**config.mk**
```make
export PLATFORM = sky130hd
export DESIGN_NAME = vga_timing
export DESIGN_NICKNAME = d
export VERILOG_FILES = /design/src/rtl/vga_pkg.sv /design/src/rtl/clk_en_div.sv /design/src/rtl/vga_timing.sv
export SDC_FILE = /design/constraint.sdc
export NUM_CORES = 1
export LEC_CHECK = 0
export CORE_MARGIN = 2
export CORE_UTILIZATION = 40
export DETAILED_ROUTE_END_ITERATION = 8
export PLACE_DENSITY = 0.76
export SETUP_SLACK_MARGIN = 0.4
export SLEW_MARGIN = 20
export SYNTH_ARGS = -nofsm -noshare
export SYNTH_HDL_FRONTEND = slang
export SYNTH_SLANG_ARGS = --single-unit
```
**constraint.sdc**
```tcl
create_clock -name clk -period 3.4 [get_ports clk]
set_clock_uncertainty 0.2 [all_clocks]
set_input_delay 0.34 -clock clk [delete_from_list [all_inputs] [get_ports clk]]
set_output_delay 0.34 -clock clk [all_outputs]
set_load 0.1 [all_outputs]
```
**src/rtl/vga_pkg.sv**
```systemverilog
// Shared VGA timing defaults, coordinate type and the colour-bar palette (RRRGGGBB).
package vga_pkg;

  localparam int unsigned COORD_W = 10;
  typedef logic [COORD_W-1:0] coord_t;

  localparam int unsigned H_VIS  = 640;
  localparam int unsigned H_FP   = 16;
  localparam int unsigned H_SYNC = 96;
  localparam int unsigned H_BP   = 48;
  localparam int unsigned H_TOT  = H_VIS + H_FP + H_SYNC + H_BP;

  localparam int unsigned V_VIS  = 480;
  localparam int unsigned V_FP   = 10;
  localparam int unsigned V_SYNC = 2;
  localparam int unsigned V_BP   = 33;
  localparam int unsigned V_TOT  = V_VIS + V_FP + V_SYNC + V_BP;

  localparam logic [7:0] COL_WHITE   = 8'hFF;
  localparam logic [7:0] COL_YELLOW  = 8'hFC;
  localparam logic [7:0] COL_CYAN    = 8'h1F;
  localparam logic [7:0] COL_GREEN   = 8'h1C;
  localparam logic [7:0] COL_MAGENTA = 8'hE3;
  localparam logic [7:0] COL_RED     = 8'hE0;
  localparam logic [7:0] COL_BLUE    = 8'h03;
  localparam logic [7:0] COL_BLACK   = 8'h00;

  // Bar index 0..7 to palette colour, left to right.
  function automatic logic [7:0] bar_colour(input logic [2:0] idx);
    case (idx)
      3'd0:    return COL_WHITE;
      3'd1:    return COL_YELLOW;
      3'd2:    return COL_CYAN;
      3'd3:    return COL_GREEN;
      3'd4:    return COL_MAGENTA;
      3'd5:    return COL_RED;
      3'd6:    return COL_BLUE;
      default: return COL_BLACK;
    endcase
  endfunction

endpackage

```
**src/rtl/clk_en_div.sv**
```systemverilog
// Clock-enable divider: registered one-clk strobe once every DIV clocks.
module clk_en_div #(
  parameter int unsigned DIV = 4
) (
  input  logic clk,
  input  logic rst_n,
  output logic en
);

  localparam int unsigned DW = (DIV > 1) ? $clog2(DIV) : 1;
  localparam logic [DW-1:0] LAST = DW'(DIV - 1);

  logic [DW-1:0] div;
  logic [DW-1:0] div_nxt;

  always_comb begin
    div_nxt = (div == LAST) ? '0 : div + DW'(1);
  end

  // en is high in the same clk that div sits at its last value.
  always_ff @(posedge clk or negedge rst_n) begin
    if (!rst_n) begin
      div <= '0;
      en  <= 1'b0;
    end else begin
      div <= div_nxt;
      en  <= (div_nxt == LAST);
    end
  end

endmodule

```
**src/rtl/vga_timing.sv**
```systemverilog
// VGA raster timing: pixel enable, hc/vc counters, syncs, blanking and frame tick.
// Optional colour-bar test pattern on rgb when VGA_TEST_PATTERN_EN is defined.
module vga_timing #(
  parameter int unsigned CLK_DIV = 4,
  parameter int unsigned H_VIS   = vga_pkg::H_VIS,
  parameter int unsigned H_FP    = vga_pkg::H_FP,
  parameter int unsigned H_SYNC  = vga_pkg::H_SYNC,
  parameter int unsigned H_BP    = vga_pkg::H_BP,
  parameter int unsigned V_VIS   = vga_pkg::V_VIS,
  parameter int unsigned V_FP    = vga_pkg::V_FP,
  parameter int unsigned V_SYNC  = vga_pkg::V_SYNC,
  parameter int unsigned V_BP    = vga_pkg::V_BP
) (
  input  logic       clk,
  input  logic       rst_n,
  output logic [9:0] hc,
  output logic [9:0] vc,
  output logic       pix_en,
  output logic       hsync,
  output logic       vsync,
  output logic       video_on,
  output logic       frame_tick,
  output logic [7:0] rgb
);

  import vga_pkg::*;

  localparam int unsigned H_TOTAL = H_VIS + H_FP + H_SYNC + H_BP;
  localparam int unsigned V_TOTAL = V_VIS + V_FP + V_SYNC + V_BP;

  localparam coord_t H_LAST  = coord_t'(H_TOTAL - 1);
  localparam coord_t V_LAST  = coord_t'(V_TOTAL - 1);
  localparam coord_t H_VIS_C = coord_t'(H_VIS);
  localparam coord_t V_VIS_C = coord_t'(V_VIS);
  localparam coord_t HS_BEG  = coord_t'(H_VIS + H_FP);
  localparam coord_t HS_END  = coord_t'(H_VIS + H_FP + H_SYNC);
  localparam coord_t VS_BEG  = coord_t'(V_VIS + V_FP);
  localparam coord_t VS_END  = coord_t'(V_VIS + V_FP + V_SYNC);

  coord_t hc_nxt;
  coord_t vc_nxt;
  logic   hsync_nxt;
  logic   vsync_nxt;
  logic   video_nxt;
  logic   tick_nxt;

  clk_en_div #(.DIV(CLK_DIV)) u_pix_div (
    .clk   (clk),
    .rst_n (rst_n),
    .en    (pix_en)
  );

  // Raster advance; decodes use the next coordinates so they line up with hc/vc.
  always_comb begin
    hc_nxt = hc;
    vc_nxt = vc;
    if (pix_en) begin
      if (hc == H_LAST) begin
        hc_nxt = '0;
        vc_nxt = (vc == V_LAST) ? '0 : vc + coord_t'(1);
      end else begin
        hc_nxt = hc + coord_t'(1);
      end
    end
    hsync_nxt = !((hc_nxt >= HS_BEG) && (hc_nxt < HS_END));
    vsync_nxt = !((vc_nxt >= VS_BEG) && (vc_nxt < VS_END));
    video_nxt = (hc_nxt < H_VIS_C) && (vc_nxt < V_VIS_C);
    tick_nxt  = pix_en && (hc_nxt == '0) && (vc_nxt == V_VIS_C);
  end

  always_ff @(posedge clk or negedge rst_n) begin
    if (!rst_n) begin
      hc         <= H_LAST;
      vc         <= V_LAST;
      hsync      <= 1'b1;
      vsync      <= 1'b1;
      video_on   <= 1'b0;
      frame_tick <= 1'b0;
    end else begin
      hc         <= hc_nxt;
      vc         <= vc_nxt;
      hsync      <= hsync_nxt;
      vsync      <= vsync_nxt;
      video_on   <= video_nxt;
      frame_tick <= tick_nxt;
    end
  end

`ifdef VGA_TEST_PATTERN_EN
  localparam coord_t BAR_W = coord_t'(H_VIS / 8);

  always_ff @(posedge clk or negedge rst_n) begin
    if (!rst_n) begin
      rgb <= 8'h00;
    end else begin
      rgb <= video_nxt ? bar_colour(3'(hc_nxt / BAR_W)) : 8'h00;
    end
  end
`else
  assign rgb = 8'h00;
`endif

endmodule

```
==> flow_summary_export.csv <==
group,metric,value,unit
status,outcome,"finished clean",
synth,synth.most_common_cell,"nand2_1",
synth,synth_area,1730,um^2
synth,yosys.area.top_type,"dfrtp_1",
power,power,0.556,mW
placement,post-dp-hpwl,2760,um
sta,finalMaxSlewViolations,0,
synth,synth-simple-area-share,25.8,%
setup_path,worstPathArrival,2.73,ns
synth,seq_area_frac_synth,39.9,%
routing,vias,1459,
placement,port_buffers,26,
clock_network,cts_root_buf,"clkbuf_8",
sta,finalSetupViolCount,0,
routing,first_pass_iters,4,
sta,finalCriticalPeriod,2.76,ns
clock_network,clkSinkCount,27,
floorplan,row_count,23,
clock_network,postCtsHoldBufs,0,
setup_path,crit_type,"reg -> reg",
synth,synth_top_family_by_area,"simple AND/OR/NAND/NOR gates",
cells_and_area,layout-drive-gt1-share,18.7,%
clock_network,clk_latency,0.27,ns
global_route,grt_antenna_before_repair,0,
synth,yosys_most_used_dff,"dfrtp_1",
setup_path,path_cells,"ha_1 > nand4_1 > or4_1 > nand3_1 > o21ai_0 > o21bai_1 > nor4_2",
power,p_per_area,277,nW/um^2
floorplan,die_y,69.8,um
synth,synth_edf_count,0,
setup_path,crit_family,"simple AND/OR/NAND/NOR gates",
sta,tightest_slew,0.967,ns
setup_path,required,3.38,ns
sta,finalSetupTns,0,ns
routing,wl_per_cell,13.6,um
floorplan,core_area,4090,um^2
synth,ys_types,46,
setup_path,cp_max_fo,7,
synth,synth.avg_cell_area,8.75,um^2
synth,synth_area_leaders,"dfrtp_1, dfstp_2, nand2_1, buf_4, o21ai_0",
synth,synthTopCellsByCount,"nand2_1, dfrtp_1, nor2_1",
sta,relSlewSlack,35.4,%
cells_and_area,diodes,0,
sta,worst_hold_slack,0.264,ns
floorplan,die_w,69.8,um
setup_path,cp-start-kind,"register",
synth,yosys.area.top_type_share,21.7,%
cells_and_area,fillCellCount,389,
cells_and_area,final_nets,227,
global_route,grtUsageTotal,14.8,%
setup_path,end_kind,"register",
synth,synth-async-reset-ratio,100,%
clock_network,post_cts_buffers,0,
hold_path,hold_class,"reg -> reg",
synth,synth_compound_area_share,16.2,%
power,ir_drop,0.000139,V
routing,routed_wl,3670,um
synth,yosys_warnings,0,
cells_and_area,areaGrowthSynthToFinish,15.7,%
synth,synth_xor_area_share,5.05,%
global_route,grt_max_degree,24,
sta,finalCritPeriodShare,81.1,%
floorplan,start_util,42.4,%
synth,synthCells,198,
global_route,grt_overflow,0,
sta,hold_viol,0,
flow_run,drv_cap,0,
routing,drc,0,
clock_network,clockBufferDepth,2,
routing,via_per_inst,5.42,
cells_and_area,fin_util,49.1,%
floorplan,dieArea,4870,um^2
sta,rsz0062_at_grt,"false",
clock_network,cts_made_buffers,3,
clock_network,post_cts_resize_count,0,
floorplan,ios,35,
clock_network,h-tree-depth,1,
routing,drtIter0Drc,88,
clock_network,cts.clk_slew.worst_paths,0.10,ns
setup_path,worst-path-buf-inv,0,
setup_path,cpPeakStageDelay,0.59,ns
placement,globalplace.congestion,0.842,
power,p_leak,0.832,nW
setup_path,critical_path.slowest_cell,"dfstp_2",
synth,synthAdderAreaFrac,3.61,%
synth,synthMuxAreaShare,0.578,%
global_route,grt_pass1_vias,1282,
routing,ant_nets,0,
global_route,grt_pass1_wl,5980,um
clock_network,cts_tree,"yes",
synth,synth_seq_cells,27,
sta,fmax,363,MHz
registers in the layout, indices dropped and copies added (netlist names):
| signal | count |
|---|---|
| frame_tick | 1 |
| hc | 10 |
| hsync | 1 |
| u_pix_div.div | 2 |
| u_pix_div.en | 1 |
| vc | 10 |
| video_on | 1 |
| vsync | 1 |
per-layer routing:
metal  track usage (%)  routed length (um)  up-vias
li1                  -                   -      734
met5                 0                   0        -
met3              2.33                 193        4
met2              22.6                1630       41
met4              4.49                  44        0
met1              21.4                1800      680
cells in the final DEF (no fill, tap or decap), types with 8 or more instances in the layout:
master           count
dfstp_2             12
inv_1                9
o21ai_0             13
buf_4               19
dfrtp_1             15
conb_1               8
clkdlybuf4s50_1      9
nand2_1             22
nand3_1             12
nor2_1              14
power breakdown:
part | total (mW) | switching (mW) | internal (mW) | leakage, nW
Combinational | 0.0474 | 0.0448 | 0.00260 | 0.482
Clock | 0.187 | 0.104 | 0.0822 | 0.0255
Sequential | 0.322 | 0 | 0.322 | 0.325
Total | 0.556 | 0.149 | 0.407 | 0.832
stage by stage:
step	std cells	instance area, um^2	setup slack, ns
floorplan	205	1760	0.489
detailed placement	264	1950	0.673
CTS	268	2000	0.655
finish	269	2000	0.644
global placement	264	1950	0.781
global route	269	2000	0.476
worst reg2reg max path, stage by stage (launching register included):
cell      delay [ns]
dfstp_2         0.59
ha_1            0.26
nand4_1         0.20
or4_1           0.56
nand3_1         0.12
o21ai_0         0.22
o21bai_1        0.26
nor4_2          0.24
cell families after synthesis:
kind of cell,count (synthesis)
and+or+nand+nor,84
xor gates and xnor gates,10
muxes,1
adders and majority gates,5
buffers and inverters,29
DFF,27
AOI/OAI and AO/OA,41
other,1
worst paths after layout:
kind                            depth (start not counted)          endpoint  slack [ns]              from
worst max-delay path                                    7        frame_tick        0.64             hc[0]
worst min-delay path                                    1  u_pix_div.div[0]        0.26  u_pix_div.div[0]
worst max register to register                          7        frame_tick        0.64             hc[0]
worst min register to register                          1  u_pix_div.div[0]        0.26  u_pix_div.div[0]
max in group asynchronous                               3             hc[0]        2.09             rst_n
min in group asynchronous                               2  u_pix_div.div[1]        0.36             rst_n
final cells by class:
class / count / area, um^2 / area share (%)
clock inverters: 1 / 5.00 / 0.250
repair buffers: 30 / 248 / 12.4
multi-input cells: 149 / 923 / 46.1
clock buffers: 3 / 41.3 / 2.06
flip-flops and latches: 27 / 691 / 34.5
well taps: 50 / 62.6 / 3.12
inverters: 9 / 33.8 / 1.69
Note: power is estimated with default switching activity, not from simulation.
